## config.mk

```make
export PLATFORM = sky130hd
export DESIGN_NAME = dmem_master
export DESIGN_NICKNAME = d
export VERILOG_FILES = /design/src/rtl/dmem_master.sv
export SDC_FILE = /design/constraint.sdc
export NUM_CORES = 1
export LEC_CHECK = 0
export CAP_MARGIN = 30
export CORE_ASPECT_RATIO = 0.5
export CORE_MARGIN = 1.5
export CORE_UTILIZATION = 45
export DETAILED_ROUTE_END_ITERATION = 8
export PLACE_DENSITY_LB_ADDON = 0.15
export SYNTH_ARGS = -nofsm -noshare
export SYNTH_HDL_FRONTEND = slang
export SYNTH_SLANG_ARGS = --single-unit
```

## constraint.sdc

```tcl
create_clock -name clk -period 6.4 [get_ports clk]
set_input_delay 1.92 -clock clk [delete_from_list [all_inputs] [get_ports clk]]
set_output_delay 1.92 -clock clk [all_outputs]
set_load 0.01 [all_outputs]
```

## src/rtl/dmem_master.sv

```systemverilog
`default_nettype none
// ============================================================================
// Module   : dmem_master
// Purpose  : MEM-stage data-memory initiator (req/ack, lane steering, load
//            extension). Optional abort-on-timeout when MEM_TIMEOUT_EN is set.
// Revision : 1.0 - initial release
// ============================================================================
module dmem_master #(
  parameter int TIMEOUT_CYCLES = 16
) (
  input  logic        clk,
  input  logic        reset,
  input  logic        memread,
  input  logic        memwrite,
  input  logic [1:0]  size,
  input  logic        unsigned_ld,
  input  logic [31:0] addr,
  input  logic [31:0] wdata,
  output logic        stall,
  output logic [31:0] rdata,
  output logic        addr_err,
  output logic        bus_err,
  output logic        m_req,
  output logic        m_we,
  output logic [31:0] m_addr,
  output logic [3:0]  m_be,
  output logic [31:0] m_wdata,
  input  logic        m_ack,
  input  logic [31:0] m_rdata
);

  typedef enum logic [1:0] {
    S_IDLE = 2'd0,
    S_REQ  = 2'd1,
    S_DONE = 2'd2
  } state_t;

  state_t      r_state, w_state_nxt;
  logic [1:0]  r_size;
  logic        r_unsigned;
  logic [1:0]  r_lane;
  logic        w_access, w_misaligned, w_start, w_timeout;
  logic [3:0]  w_be;
  logic [31:0] w_wdata, w_fmt;
  logic [7:0]  w_byte;
  logic [15:0] w_half;

  if (TIMEOUT_CYCLES < 1) begin : g_bad_timeout
    $error("dmem_master: TIMEOUT_CYCLES must be at least 1");
  end

  assign w_access = memread | memwrite;

  always_comb begin
    w_misaligned = 1'b0;
    case (size)
      2'b00:   w_misaligned = 1'b0;
      2'b01:   w_misaligned = addr[0];
      default: w_misaligned = (addr[1:0] != 2'b00);
    endcase
  end

  assign w_start  = (r_state == S_IDLE) && w_access && !w_misaligned;
  assign addr_err = (r_state == S_IDLE) && w_access &&  w_misaligned;
  assign stall    = w_start || (r_state == S_REQ);
  assign m_req    = (r_state == S_REQ);

  always_comb begin
    w_be    = 4'b1111;
    w_wdata = wdata;
    case (size)
      2'b00: begin
        w_be    = 4'b0001 << addr[1:0];
        w_wdata = {4{wdata[7:0]}};
      end
      2'b01: begin
        w_be    = 4'b0011 << addr[1:0];
        w_wdata = {2{wdata[15:0]}};
      end
      default: begin
        w_be    = 4'b1111;
        w_wdata = wdata;
      end
    endcase
  end

  // Load formatting works from the format captured at request time.
  always_comb begin
    w_byte = m_rdata[7:0];
    case (r_lane)
      2'd0: w_byte = m_rdata[7:0];
      2'd1: w_byte = m_rdata[15:8];
      2'd2: w_byte = m_rdata[23:16];
      2'd3: w_byte = m_rdata[31:24];
      default: w_byte = m_rdata[7:0];
    endcase
    w_half = r_lane[1] ? m_rdata[31:16] : m_rdata[15:0];
    case (r_size)
      2'b00:   w_fmt = {{24{w_byte[7]  & ~r_unsigned}}, w_byte};
      2'b01:   w_fmt = {{16{w_half[15] & ~r_unsigned}}, w_half};
      default: w_fmt = m_rdata;
    endcase
  end

`ifdef MEM_TIMEOUT_EN
  localparam int c_cnt_w = $clog2(TIMEOUT_CYCLES + 1);
  localparam logic [c_cnt_w-1:0] c_cnt_last = c_cnt_w'(TIMEOUT_CYCLES - 1);

  logic [c_cnt_w-1:0] r_cnt;
  logic               r_bus_err;

  assign w_timeout = (r_state == S_REQ) && !m_ack && (r_cnt == c_cnt_last);
  assign bus_err   = r_bus_err;

  always_ff @(posedge clk or posedge reset) begin
    if (reset) begin
      r_cnt     <= '0;
      r_bus_err <= 1'b0;
    end else begin
      r_cnt     <= (r_state == S_REQ) ? r_cnt + 1'b1 : '0;
      r_bus_err <= w_timeout;
    end
  end
`else
  assign w_timeout = 1'b0;
  assign bus_err   = 1'b0;
`endif

  always_comb begin
    w_state_nxt = r_state;
    case (r_state)
      S_IDLE:  if (w_start) w_state_nxt = S_REQ;
      S_REQ:   if (m_ack || w_timeout) w_state_nxt = S_DONE;
      S_DONE:  w_state_nxt = S_IDLE;
      default: w_state_nxt = S_IDLE;
    endcase
  end

  always_ff @(posedge clk or posedge reset) begin
    if (reset) begin
      r_state    <= S_IDLE;
      m_addr     <= '0;
      m_we       <= 1'b0;
      m_be       <= '0;
      m_wdata    <= '0;
      rdata      <= '0;
      r_size     <= '0;
      r_unsigned <= 1'b0;
      r_lane     <= '0;
    end else begin
      r_state <= w_state_nxt;
      if (w_start) begin
        m_addr     <= {addr[31:2], 2'b00};
        m_we       <= memwrite;
        m_be       <= w_be;
        m_wdata    <= w_wdata;
        r_size     <= size;
        r_unsigned <= unsigned_ld;
        r_lane     <= addr[1:0];
      end
      // Ack outranks a coincident timeout; stores never touch rdata.
      if ((r_state == S_REQ) && m_ack && !m_we)
        rdata <= w_fmt;
      else if (w_timeout && !m_we)
        rdata <= '0;
    end
  end

endmodule
`default_nettype wire

```

* After elaboration in Yosys (flattened, before gate mapping)
Index checks and enable logic that the tools add are counted.
** Word-level totals
- Flip-flop bits (word level) :: 106
- Bits in latches :: 0
- RAM bits :: 0
- ROM bits :: 0
- Output and inout bits :: 105
- Word-level logic and storage cells :: 46
- Memories kept :: 0
** Operators by class
- Add/sub/neg operators :: 0
- $mul :: 0
- Divide/modulo/power cells :: 0
- Magnitude comparators :: 0
- Equality and inequality tests :: 8
- Shift operators :: 2
- Mux-type cells :: 9
- Bitwise operators :: 4
- Reductions and logical operators :: 14
** Operator list (count)
- one-hot mux 32 bit (2 select lines) :: 2
- one-hot mux 8 bit (4 select lines) :: 1
- two-way mux 16 bit :: 1
- == test 2 x 1 -> 1 bit, second input constant :: 4
- logical NOT 2 bit :: 4
- one-hot mux 4 bit (2 select lines) :: 1
- logical AND 1 bit :: 5
- == test 2 bit, second input constant :: 2
- two-way mux 2 bit :: 2
- one-hot mux 2 bit (2 select lines) :: 1
- left shift 1 x 2 -> 4 bit, first input constant :: 1
- left shift 2 x 2 -> 4 bit, first input constant :: 1
- AND 1 bit :: 2
- logical NOT 1 bit :: 2
- != test 2 x 1 -> 1 bit, second input constant :: 1
- != test 2 bit, second input constant :: 1
- one-hot mux 1 bit (2 select lines) :: 1
- AND reduction 2 bit :: 1
- nonzero test 2 bit :: 1
- logical OR 1 bit :: 1
- inverter 1 bit :: 1
- OR 1 bit :: 1

* Depth between registers and ports, before layout
- Depth after elaboration :: 6
- Mapped depth :: 7
- Mapped depth without buffers :: 4

* Least setup slack after synthesis
Ideal clock, no wire load.
- Kind :: input-to-output
- Start :: input size[1]
- End :: output stall
- Arrival :: 2739 ps
- Slack :: 1741 ps
- Stages :: 6
- Path buffers :: 3
- Path through :: buf_2 -> o21ai_4 -> nand4b_2 -> buf_6 -> buf_2 -> nand2_1
** Between the ends
- Longest elaborated chain between the ends :: 5
- Elaborated cells between the ends (all ways) :: 6
- Those cells by class :: 1 x eq/ne; 1 x mux; 4 x reduce/logical
** RTL lines
- start: declaration :: RTL line 15 : input logic [1:0] size,
- == test 2 x 1 -> 1 bit or logical NOT 2 bit (tied branches) :: RTL line 56 : case (size)
- one-hot mux 1 bit (2 select lines) * :: RTL line 56
- logical NOT 1 bit * :: RTL line 63 : assign w_start = (r_state == S_IDLE) && w_access && !w_misaligned;
- logical AND 1 bit * :: RTL line 63
- logical OR 1 bit * :: RTL line 65 : assign stall = w_start || (r_state == S_REQ);
- end: declaration :: RTL line 19 : output logic stall,
Mark *: on every way between the ends. The rest lies on a longest branch, timed or not.

* Final worst setup path
- Start :: input size[1]
- End :: output addr_err
** Between the ends
- Longest elaborated chain between the ends :: 3
- Elaborated cells between the ends (all ways) :: 4
- Those cells by class :: 1 x eq/ne; 1 x mux; 2 x reduce/logical
** RTL lines
- == test 2 x 1 -> 1 bit or logical NOT 2 bit (tied branches) :: RTL line 56
- one-hot mux 1 bit (2 select lines) * :: RTL line 56
- logical AND 1 bit * :: RTL line 64 : assign addr_err = (r_state == S_IDLE) && w_access && w_misaligned;
- end: declaration :: RTL line 21 : output logic addr_err,
Marked as above.

==> impl_metrics.toml <==
[floorplanning]
initial_core_util = 0.465
die_width_um = 154
die_h_um = 78.5
io_pins = 209
core_area_mm2 = 0.0110
rows = 27
dieArea_mm2 = 0.0121

[clocking]
post_cts_buffers = 0
clock_path_buffers = 2
htree_num_levels = 3
cts_buffers = 9
cts-hold-fix-buffers = 0
cts.clk_slew.worst_paths_ns = 0.07
cts_resized = 0
cts.sinks = 106
worst_skew_pair.late_latency_ns = 0.34
clock-root-buffer = "clkbuf_16"
cts_tree = "yes"

[finish]
final_cell_mix = "205 x clkdlybuf4s50_1, 106 x dfrtp_1, 70 x nand2_1, 40 x mux2_4, 39 x o21ai_0"
fin_nets = 759
regArea_mm2 = 0.00265
multi_input_area_mm2 = 0.00227
final_common_cell = "clkdlybuf4s50_1"
fillers = 852
diodes = 0
drive_gt1_frac = 0.140
area_growth_pct = 46.7

[critical_path]
cpPeakStageDelay_ns = 0.73
critPathMostFrequentCell = "clkdlybuf4s50_1"
path_max_fanout = 10
cp-start-kind = "primary input"
path_delay_family = "buffers and inverters"
rrSetupSlack_ns = 3.92
endpoint_kind = "output port"
cp.required_ns = 4.48
arrival_ns = 3.59
crit_type = "primary input to output port"
path_cells = "clkdlybuf4s50_1, nand2_1, a21oi_1, clkdlybuf4s50_1"
cp_num_buf_inv = 2
cp_slowest_cell = "clkdlybuf4s50_1"

[synthesis]
yosys.area_share.simple = 0.123
syn_inst = 467
ys_warn_count = 0
synth-seq-cells = 106
ys_seq_area_frac = 0.517
muxShareOfSynthArea = 0.189
synth.distinct_cells = 42
syn_area_per_cell_um2 = 11.0
synth_compound_area_frac = 0.121
netlist_area_mm2 = 0.00513
synthXorXnorAreaFrac = 0.00171
synth_top_family_by_area = "multiplexers"
synth_fa_ha_area_frac = 0

[power_and_ir_drop]
leakage_nw = 3.32
max-vdd-ir-drop_mv = 0.187
netSwitchingFraction = 0.326
power.switching_w = 0.00103
p_seq_frac = 0.373
clkPwrFrac = 0.176
p_comb_frac = 0.450
p_per_area_mw_per_mm2 = 419
p_int_w = 0.00213

[flow_run]
cap_violations = 0

[place]
hpwl_um = 9740
gp_congestion = 0.899
io_buffers = 205
place_ws_ns = 0.917

[timing]
tns_ns = 0
worstMarginPinSlew_ns = 1.06
fin_ws_ns = 0.894
skew_ns = 0.00715
finalHoldViolCount = 0
min_period_ns = 5.51
fin_crit_sh = 0.860
clock.fmax_ghz = 0.182
rsz0062_at_grt = "no"
slew_violations = 0
setup_viol = 0
relSlewSlack = 0.294

[drt]
vias = 4143
dr.pass1.iters = 5
routed_wl_um = 13800
drc = 0
drt-initial-drc-count = 151
drt-wirelength-per-cell_um = 17.2
final_antenna_net_count = 0
via_per_inst = 5.15

[global_routing]
globalRouteTotalUtil = 0.238
grt_pass1_wl_um = 22400
gr-total-overflow = 0
grt_antenna_before_repair = 0
first_global_vias = 4267
grt_max_degree = 72

[worst_hold_path]
hold_path_class = "register to register"

[run_status]
outcome = "finished, final reports clean"
[per-layer routing]
metal | vias up | part of all wire | GRT usage
met5 | - | 0 | 0
met4 | 0 | 0.0086 | 0.0524
met3 | 10 | 0.083 | 0.0845
met2 | 137 | 0.48 | 0.397
met1 | 2011 | 0.43 | 0.300
li1 | 1985 | - | -
[power groups by stage]
stage / clock (W) / sequential [W] / combinational, W
after floorplan: 0 / 0.00125 / 0.000603
after global placement: 0 / 0.00118 / 0.00140
after detailed placement: 0 / 0.00118 / 0.00143
after CTS: 0.000572 / 0.00118 / 0.00144
after global routing: 0.000603 / 0.00122 / 0.00153
final: 0.000557 / 0.00118 / 0.00142
[state kept, by name (all words and copies together), names as in the netlist]
name,cells
rdata,32
r_unsigned,1
m_be,4
r_state,2
m_wdata,32
r_lane,2
m_addr,30
r_size,2
m_we,1
[final cells by class]
class	count	share of cell area
flip-flops and latches	106	0.352
clock inverters	5	0.00830
clock buffers	10	0.0304
multi-input cells	321	0.301
inverters	6	0.00332
repair buffers	211	0.281
well taps	145	0.0241
[worst paths after layout]
check,from,end,depth (start not counted)
worst max-delay path,size[1],addr_err,4
worst min-delay path,m_wdata[13],m_wdata[13],2
worst max register to register,m_we,rdata[10],4
worst min register to register,m_wdata[13],m_wdata[13],2
max in group asynchronous,reset,m_wdata[20],3
min in group asynchronous,reset,rdata[16],2
[synth_stat cells]
library cell	count	area (um^2)
a211o_1	1	8.76
a21boi_2	1	11.3
a21o_1	1	7.51
a21oi_1	34	170
a21oi_2	1	8.76
a221o_1	1	10.0
a22o_1	1	8.76
a22oi_1	1	7.51
a31oi_1	7	43.8
a41oi_1	2	17.5
and2_1	2	12.5
and3_1	2	12.5
buf_2	12	60.1
buf_4	6	45.0
buf_6	7	78.8
clkbuf_1	11	41.3
conb_1	1	3.75
dfrtp_1	106	2650
inv_1	6	22.5
mux2_2	9	101
mux2_4	40	601
mux2i_1	27	270
nand2_1	70	263
nand2b_1	2	12.5
nand3b_1	7	52.6
nand4b_2	1	15.0
nor2_1	31	116
nor2b_1	3	18.8
nor3_1	7	35.0
nor3b_1	1	7.51
nor4_1	2	12.5
nor4bb_1	1	10.0
o21a_1	1	7.51
o21ai_0	39	195
o21ai_1	1	5.00
o21ai_4	1	16.3
o221a_2	7	78.8
o22ai_1	1	6.26
o311ai_0	1	8.76
o31ai_1	1	7.51
or2_2	10	62.6
xor2_1	1	8.76
[tightest hold or removal path, stage by stage, from the launching register on]
cell and delay, ns:
dfrtp_1 0.34, nand2_1 0.05, o21ai_0 0.06
[stage by stage]
stage	area [um^2]	hold slack (ns)	utilization	power, W	instances
after floorplan	5140	0.505	-	0.00185	469
after global placement	7210	0.461	0.653	0.00258	788
after detailed placement	7240	0.469	0.656	0.00261	789
after CTS	7530	0.485	0.682	0.00319	804
after global routing	7530	0.506	0.682	0.00336	804
final	7530	0.477	0.682	0.00316	804
[cell families after synthesis]
group,Yosys count
muxes,76
DFF,106
and+or+nand+nor,139
buffers and inverters,42
xor gates and xnor gates,1
AOI/OAI and AO/OA,102
other,1
(Power assumes the default switching activity.)
